$ cat config.mk
export PLATFORM = sky130hd
export DESIGN_NAME = piso_serializer
export DESIGN_NICKNAME = d
export VERILOG_FILES = /design/src/rtl/piso_pkg.sv /design/src/rtl/piso_hold_buf.sv /design/src/rtl/piso_serializer.sv
export SDC_FILE = /design/constraint.sdc
export NUM_CORES = 1
export LEC_CHECK = 0
export CORE_MARGIN = 1
export CORE_UTILIZATION = 44
export CTS_CLUSTER_SIZE = 10
export DETAILED_ROUTE_END_ITERATION = 12
export GPL_TIMING_DRIVEN = 0
export PLACE_DENSITY = 0.71
export SLEW_MARGIN = 20
export SYNTH_ARGS = -nofsm -noshare
export SYNTH_HDL_FRONTEND = slang
export SYNTH_SLANG_ARGS = --single-unit
$ cat constraint.sdc
create_clock -name clk -period 1.7 [get_ports clk]
set_clock_uncertainty 0.2 [all_clocks]
set_input_delay 0.34 -clock clk [delete_from_list [all_inputs] [get_ports clk]]
set_output_delay 0.34 -clock clk [all_outputs]
set_load 0.01 [all_outputs]
$ cat src/rtl/piso_pkg.sv
// rtl/piso_pkg.sv - shared FSM state type and default word width for the serializer
package piso_pkg;

  typedef enum logic {
    IDLE  = 1'b0,
    SHIFT = 1'b1
  } piso_state_t;

  localparam int PISO_WIDTH_DEF = 4;

endpackage

$ cat src/rtl/piso_hold_buf.sv
// rtl/piso_hold_buf.sv - one-entry word register with full flag, write and read strobes
module piso_hold_buf
  import piso_pkg::*;
#(
  parameter int WIDTH = PISO_WIDTH_DEF
) (
  input  logic             clk,
  input  logic             reset,
  input  logic             wr_i,
  input  logic [WIDTH-1:0] wdata_i,
  input  logic             rd_i,
  output logic [WIDTH-1:0] rdata_o,
  output logic             full_o
);

  // Capture a word on write; a read only drops the full flag, data is left as-is.
  always_ff @(posedge clk or negedge reset) begin
    if (!reset) begin
      rdata_o <= '0;
      full_o  <= 1'b0;
    end else if (wr_i) begin
      rdata_o <= wdata_i;
      full_o  <= 1'b1;
    end else if (rd_i) begin
      full_o  <= 1'b0;
    end
  end

endmodule

$ cat src/rtl/piso_serializer.sv
// rtl/piso_serializer.sv - parallel-in serial-out serializer with one-word hold buffer
module piso_serializer
  import piso_pkg::*;
#(
  parameter int WIDTH     = PISO_WIDTH_DEF,
  parameter int MSB_FIRST = 1
) (
  input  logic             clk,
  input  logic             reset,
  input  logic [WIDTH-1:0] data_i,
  input  logic             valid_i,
  output logic             ready_o,
  output logic             x_o,
  output logic             frame_o,
  output logic             last_o,
  output logic             busy_o
);

  localparam int            CW       = $clog2(WIDTH);
  localparam logic [CW-1:0] LAST_IDX = CW'(WIDTH - 1);

  piso_state_t      state, state_n;
  logic [WIDTH-1:0] shreg, shreg_n;
  logic [CW-1:0]    bit_cnt, cnt_n;
  logic             x_n, frame_n, last_n;
  logic             accept, load;
  logic [WIDTH-1:0] load_word;
  logic             hold_wr, hold_rd, hold_full, hold_full_n;
  logic [WIDTH-1:0] hold_data;

  // Bit that goes on the line first for a given register image.
  function automatic logic head_bit(input logic [WIDTH-1:0] w);
    return (MSB_FIRST != 0) ? w[WIDTH-1] : w[0];
  endfunction

  // Move the next bit into the head position, zero-filling behind it.
  function automatic logic [WIDTH-1:0] advance(input logic [WIDTH-1:0] w);
    return (MSB_FIRST != 0) ? {w[WIDTH-2:0], 1'b0} : {1'b0, w[WIDTH-1:1]};
  endfunction

  assign accept = valid_i & ready_o;

  piso_hold_buf #(
    .WIDTH (WIDTH)
  ) u_hold (
    .clk     (clk),
    .reset   (reset),
    .wr_i    (hold_wr),
    .wdata_i (data_i),
    .rd_i    (hold_rd),
    .rdata_o (hold_data),
    .full_o  (hold_full)
  );

  // Next-state and next-output decode; a load (fresh, bypass or from hold) restarts a word.
  always_comb begin
    state_n   = state;
    shreg_n   = shreg;
    cnt_n     = bit_cnt;
    x_n       = 1'b0;
    frame_n   = 1'b0;
    last_n    = 1'b0;
    hold_wr   = 1'b0;
    hold_rd   = 1'b0;
    load      = 1'b0;
    load_word = data_i;

    case (state)
      IDLE: begin
        if (accept) begin
          load      = 1'b1;
          load_word = data_i;
        end
      end
      SHIFT: begin
        if (bit_cnt == LAST_IDX) begin
          if (hold_full) begin
            load      = 1'b1;
            load_word = hold_data;
            hold_rd   = 1'b1;
          end else if (accept) begin
            // Accept on the last-bit edge with an empty hold goes straight in.
            load      = 1'b1;
            load_word = data_i;
          end else begin
            state_n = IDLE;
            shreg_n = '0;
            cnt_n   = '0;
          end
        end else begin
          hold_wr = accept;
          cnt_n   = bit_cnt + CW'(1);
          shreg_n = advance(shreg);
          x_n     = head_bit(shreg_n);
          frame_n = 1'b1;
          last_n  = (cnt_n == LAST_IDX);
        end
      end
      default: begin
        state_n = IDLE;
      end
    endcase

    if (load) begin
      state_n = SHIFT;
      shreg_n = load_word;
      cnt_n   = '0;
      x_n     = head_bit(load_word);
      frame_n = 1'b1;
      last_n  = 1'b0;
    end
  end

  // Mirror of the hold flag's next value so ready/busy can be registered alongside it.
  always_comb begin
    hold_full_n = hold_full;
    if (hold_wr) begin
      hold_full_n = 1'b1;
    end else if (hold_rd) begin
      hold_full_n = 1'b0;
    end
  end

  // State, shift register and all registered outputs.
  always_ff @(posedge clk or negedge reset) begin
    if (!reset) begin
      state   <= IDLE;
      shreg   <= '0;
      bit_cnt <= '0;
      x_o     <= 1'b0;
      frame_o <= 1'b0;
      last_o  <= 1'b0;
      busy_o  <= 1'b0;
      ready_o <= 1'b1;
    end else begin
      state   <= state_n;
      shreg   <= shreg_n;
      bit_cnt <= cnt_n;
      x_o     <= x_n;
      frame_o <= frame_n;
      last_o  <= last_n;
      busy_o  <= frame_n | hold_full_n;
      ready_o <= ~hold_full_n;
    end
  end

endmodule

# After elaboration in Yosys (flattened, before gate mapping)
# Index checks and enable logic that the tools add are counted.
[classes]
add_sub_neg = 1
n_eq_ne = 4
mux = 36
bitwise = 4
n_reduce_logical = 2
[ops]
columns = ["op", "n"]
rows = [
  ["two-way mux 1 bit", 22],
  ["two-way mux 3 bit", 5],
  ["two-way mux 2 bit", 5],
  ["two-way mux 4 bit", 2],
  ["case mux 4 bit (2 select lines)", 1],
  ["!= test 3 bit (second input constant)", 2],
  ["equality test 2 bit (second input constant)", 2],
  ["AND reduction 3 bit", 1],
  ["adder 2 x 1 -> 2 bit (second input constant)", 1],
  ["inverter 1 bit", 2],
  ["case mux 1 bit (2 select lines)", 1],
  ["nonzero test 2 bit", 1],
  ["bitwise AND 1 bit", 1],
  ["bitwise OR 1 bit", 1],
]
[totals]
ff_bits = 16
inputBits = 7
output_inout_bits = 5
elab_cells = 57

# Logic depth before layout (Yosys ltp)
[depth]
depth_word = 7
ltp_mapped = 4
depth_no_buf = 4

# Modules after synthesis
# From an unflattened synthesis, not the netlist that was laid out.
[unflattened]
hier_cells = 59
area_unflattened_um2 = 703.2
[modules_own_cells]
columns = ["module", "instances", "cells_each", "area_per_inst_um2", "seq_area_each_um2"]
rows = [
  ["piso_serializer", 1, 48, 520.5, 276.5],
  ["piso_hold_buf", 1, 11, 182.7, 125.1],
]

# Worst setup path before layout
# Ideal clock, no wire load.
[synth_path]
path_type = "reg2reg"
startpoint = "register bit_cnt[0]"
endpoint = "register u_hold.rdata_o[0]"
setup_time_ns = 0.125
arrival_ns = 1.292
required_ns = 1.375
slack_ns = 0.083
stages_incl_launch_ff = 5
n_path_buf = 0
synth_period_minus_slack_ns = 1.617
cell_sequence = "dfrtp_1 -> ha_1 -> and2b_4 -> nand3_4 -> mux2_4"
[synth_via]
elab_chain_len = 3
[synth_lines]
columns = ["item", "line_no", "text"]
rows = [
  ["start, declared", "piso_serializer.sv:24", "logic [CW-1:0] bit_cnt, cnt_n;"],
  ["start signal, assigned", "piso_serializer.sv:138", "bit_cnt <= cnt_n;"],
  ["equality test 2 bit", "piso_serializer.sv:76", "if (bit_cnt == LAST_IDX) begin"],
  ["two-way mux 1 bit", "piso_serializer.sv:76", ""],
  ["two-way mux 1 bit", "piso_serializer.sv:68", "case (state)"],
  ["end signal, assigned", "piso_hold_buf.sv:22", "rdata_o <= wdata_i;"],
  ["end, declared", "piso_hold_buf.sv:12", "output logic [WIDTH-1:0] rdata_o,"],
]
# No other way between the ends.
# A chain may end at the register's enable or synchronous reset.

# Final worst setup path
[layout_path]
startpoint = "register bit_cnt[0]"
endpoint = "register u_hold.rdata_o[1]"
# The elaborated chain is that of the path after synthesis.

==> results.py <==
metrics = {
    "global_route": {
        "grt_pass1_vias": 492,
        "grt_overflow": 0,
        "grt_start_max_net_pins": 17,
        "grt_usage_pct": 16.7,
        "antenna_found_initial": 0,
        "grt_pass1_wl_um": 2150,
    },
    "clock_tree": {
        "clkSinkCount": 16,
        "path_clk_slew_ns": 0.09,
        "cts_buffers": 3,
        "root_buffer": "clkbuf_4",
        "cts_buffer_depth": 2,
        "ctsHtreeMaxLevel": 1,
        "postCtsHoldBufs": 0,
        "insertion_delay_ns": 0.29,
        "cts_tree": "done",
    },
    "worst_setup_path": {
        "crit_required_ns": 1.68,
        "cp.arrival_ns": 1.61,
        "crit_chain": "ha_4, and2b_4, nand3_4, mux2_4",
        "reg2reg_from": "bit_cnt[0]",
        "crit_fanout": 4,
        "critPathSlowestCell": "dfrtp_1",
        "start_kind": "register",
        "crit_type": "reg -> reg",
        "reg2reg_to": "u_hold.rdata_o[1]",
        "regToRegSetupSlack_ns": 0.07,
        "reg2reg_depth": 4,
        "critPathMaxStageDelay_ns": 0.42,
        "setup.worst_path.end_class": "register",
    },
    "place": {
        "post-dp-hpwl_um": 815,
        "dpl_cell_area_um2": 847,
        "gp_congestion": 0.705,
        "io_buffers": 11,
    },
    "timing": {
        "min_period_ns": 1.63,
        "period_share_pct": 95.9,
        "worst_pin_slew_ns": 0.684,
        "max_clock_freq_mhz": 614,
        "grt_setup_unrepaired": "no",
        "slew_violations": 0,
        "max_slew_margin_pct": 54.2,
        "hold_viol_final": 0,
        "finalSetupViolCount": 0,
        "fin_hold_ws_ns": 0.260,
    },
    "outcome": {
        "outcome": "finished clean",
    },
    "layout": {
        "multi_input_area_um2": 313,
        "diodes": 0,
        "areaGrowthSynthToFinish_pct": 32.6,
        "layout-drive-gt1-share_pct": 27.3,
        "fillers": 122,
        "seqCellArea_um2": 402,
        "fin_area_um2": 951,
        "final_net_count": 87,
    },
    "yosys": {
        "netlist_instances": 56,
        "yosysWarnings": 0,
        "synth_area_um2": 717,
        "async_reset_ff_share_pct": 100,
        "synth_seq_area_share_pct": 56.0,
        "synth_edf_count": 0,
        "synth_seq_cells": 16,
        "avgSynthCellArea_um2": 12.8,
        "ys_types": 22,
        "synthFlopType": "dfrtp_1",
        "syn_nets": 65,
    },
    "floorplanning": {
        "io_pins": 12,
        "coreArea_mm2": 0.00151,
        "fp.dieW_um": 42.4,
        "die_h_um": 42.4,
        "dieArea_mm2": 0.00179,
        "start_util_pct": 47.6,
        "rows": 14,
    },
    "detailed_routing": {
        "viasPerCell": 5.31,
        "drtIter0Drc": 22,
        "avgRoutedWirePerCell_um": 13.3,
        "vias": 494,
        "drcViolationCount": 0,
        "wl_um": 1240,
        "ant_nets": 0,
        "dr.pass1.iters": 4,
    },
    "power_and_ir_drop": {
        "power_density_mw_per_mm2": 1800,
        "peakVddDrop_v": 0.000921,
        "p_leak_nw": 0.489,
    },
    "flow_run": {
        "drv_cap": 0,
    },
    "min_path": {
        "min_path_type": "in -> async",
    },
}
-- worst max path at each step --
stage / startpoint / endpoint / slack [ns] / depth (start not counted)
2_1_floorplan: bit_cnt[0] / u_hold.rdata_o[0] / 0.08 / 4
3_3_place_gp: valid_i / bit_cnt[1] / -0.12 / 4
3_5_place_dp: valid_i / bit_cnt[1] / -0.11 / 4
4_1_cts: busy_o / busy_o / 0.002 / 1
5_1_grt: bit_cnt[0] / u_hold.rdata_o[1] / 0.02 / 4
6_report: bit_cnt[0] / u_hold.rdata_o[1] / 0.07 / 4
-- cells in the final DEF (no fill, tap or decap), types with 2 or more instances in the layout --
master / Yosys / routed
mux2_4: 4 / 4
o21ai_1: 4 / 4
a32oi_1: 2 / 2
inv_1: 2 / 2
buf_4: 1 / 7
clkdlybuf4s50_1: 0 / 6
mux2i_1: 4 / 4
a21o_1: 2 / 2
and3_1: 2 / 2
dfrtp_1: 15 / 15
dlymetal6s2s_1: 0 / 4
nand2_1: 7 / 7
clkbuf_4: 0 / 3
-- per-layer routing --
| metal | vias to the layer above | GRT usage [%] | share of wire [%] |
|---|---|---|---|
| li1 | 239 | - | - |
| met1 | 233 | 19.4 | 42 |
| met2 | 19 | 27.1 | 49 |
| met3 | 3 | 7.76 | 7.9 |
| met4 | 0 | 5.63 | 0.81 |
| met5 | - | 0 | 0 |
-- per-stage QoR --
step	utilization (%)	setup TNS [ns]	std cells	total power, mW	setup WS (ns)
global route	63.1	0	93	1.83	0.0182
detailed placement	56.2	-0.310	83	1.35	-0.112
global placement	56.2	-0.232	83	1.33	-0.124
finish	63.1	0	93	1.71	0.0701
CTS	60.1	0	90	1.65	0.00214
floorplan	-	0	56	1.13	0.0827
-- synthesized netlist by cell type, types with 2 or more instances --
master	number	area [um2]
and3_1	2	12.5
a21o_1	2	15.0
ha_1	2	25.0
a32oi_1	2	17.5
mux2i_1	4	40.0
mux2_4	4	60.1
o21ai_1	4	20.0
nand2_1	7	26.3
inv_1	2	7.51
dfrtp_1	15	375
-- kinds of logic after synthesis --
family,synth area share [%]
simple gates,11.7
buf+inv,2.10
mux,15.5
compound gates,11.2
fa+ha+maj,3.49
flops,56.0
-- cell type report --
| cell class | instances | share of cell area (%) |
|---|---|---|
| Sequential cell | 16 | 42.2 |
| Multi-Input combinational cell | 37 | 32.9 |
| Timing Repair Buffer | 17 | 17.4 |
| Clock buffer | 4 | 3.82 |
| Tap cell | 16 | 2.11 |
| Buffer | 1 | 0.789 |
| Inverter | 2 | 0.789 |
-- what timing repair did --
action,in CTS,in global routing
cloned,0,0
resized for setup,2,6
endpoints found under the setup margin,5,13
buffers inserted,3,3
pin swaps,0,1
hold endpoints to repair,0,0
-- power by group --
part / switching [mW] / total (mW) / internal, mW
Sequential: 0.103 / 0.666 / 0.563
Combinational: 0.340 / 0.797 / 0.457
Clock: 0.114 / 0.244 / 0.131
-- flip-flops by register name (all words and copies together), names as in the netlist --
register / flops
x_o: 1
bit_cnt: 2
u_hold.rdata_o: 4
last_o: 1
shreg: 3
state: 1
u_hold.full_o: 1
busy_o: 1
ready_o: 1
frame_o: 1
-- worst max-delay path: cells and delay by family, from the launching register on --
family        cells  cell delay [ns]
fa+ha+maj         1             0.18
mux               1             0.32
simple gates      2             0.39
flops             1             0.42
Note: power is estimated with default switching activity, not from simulation.
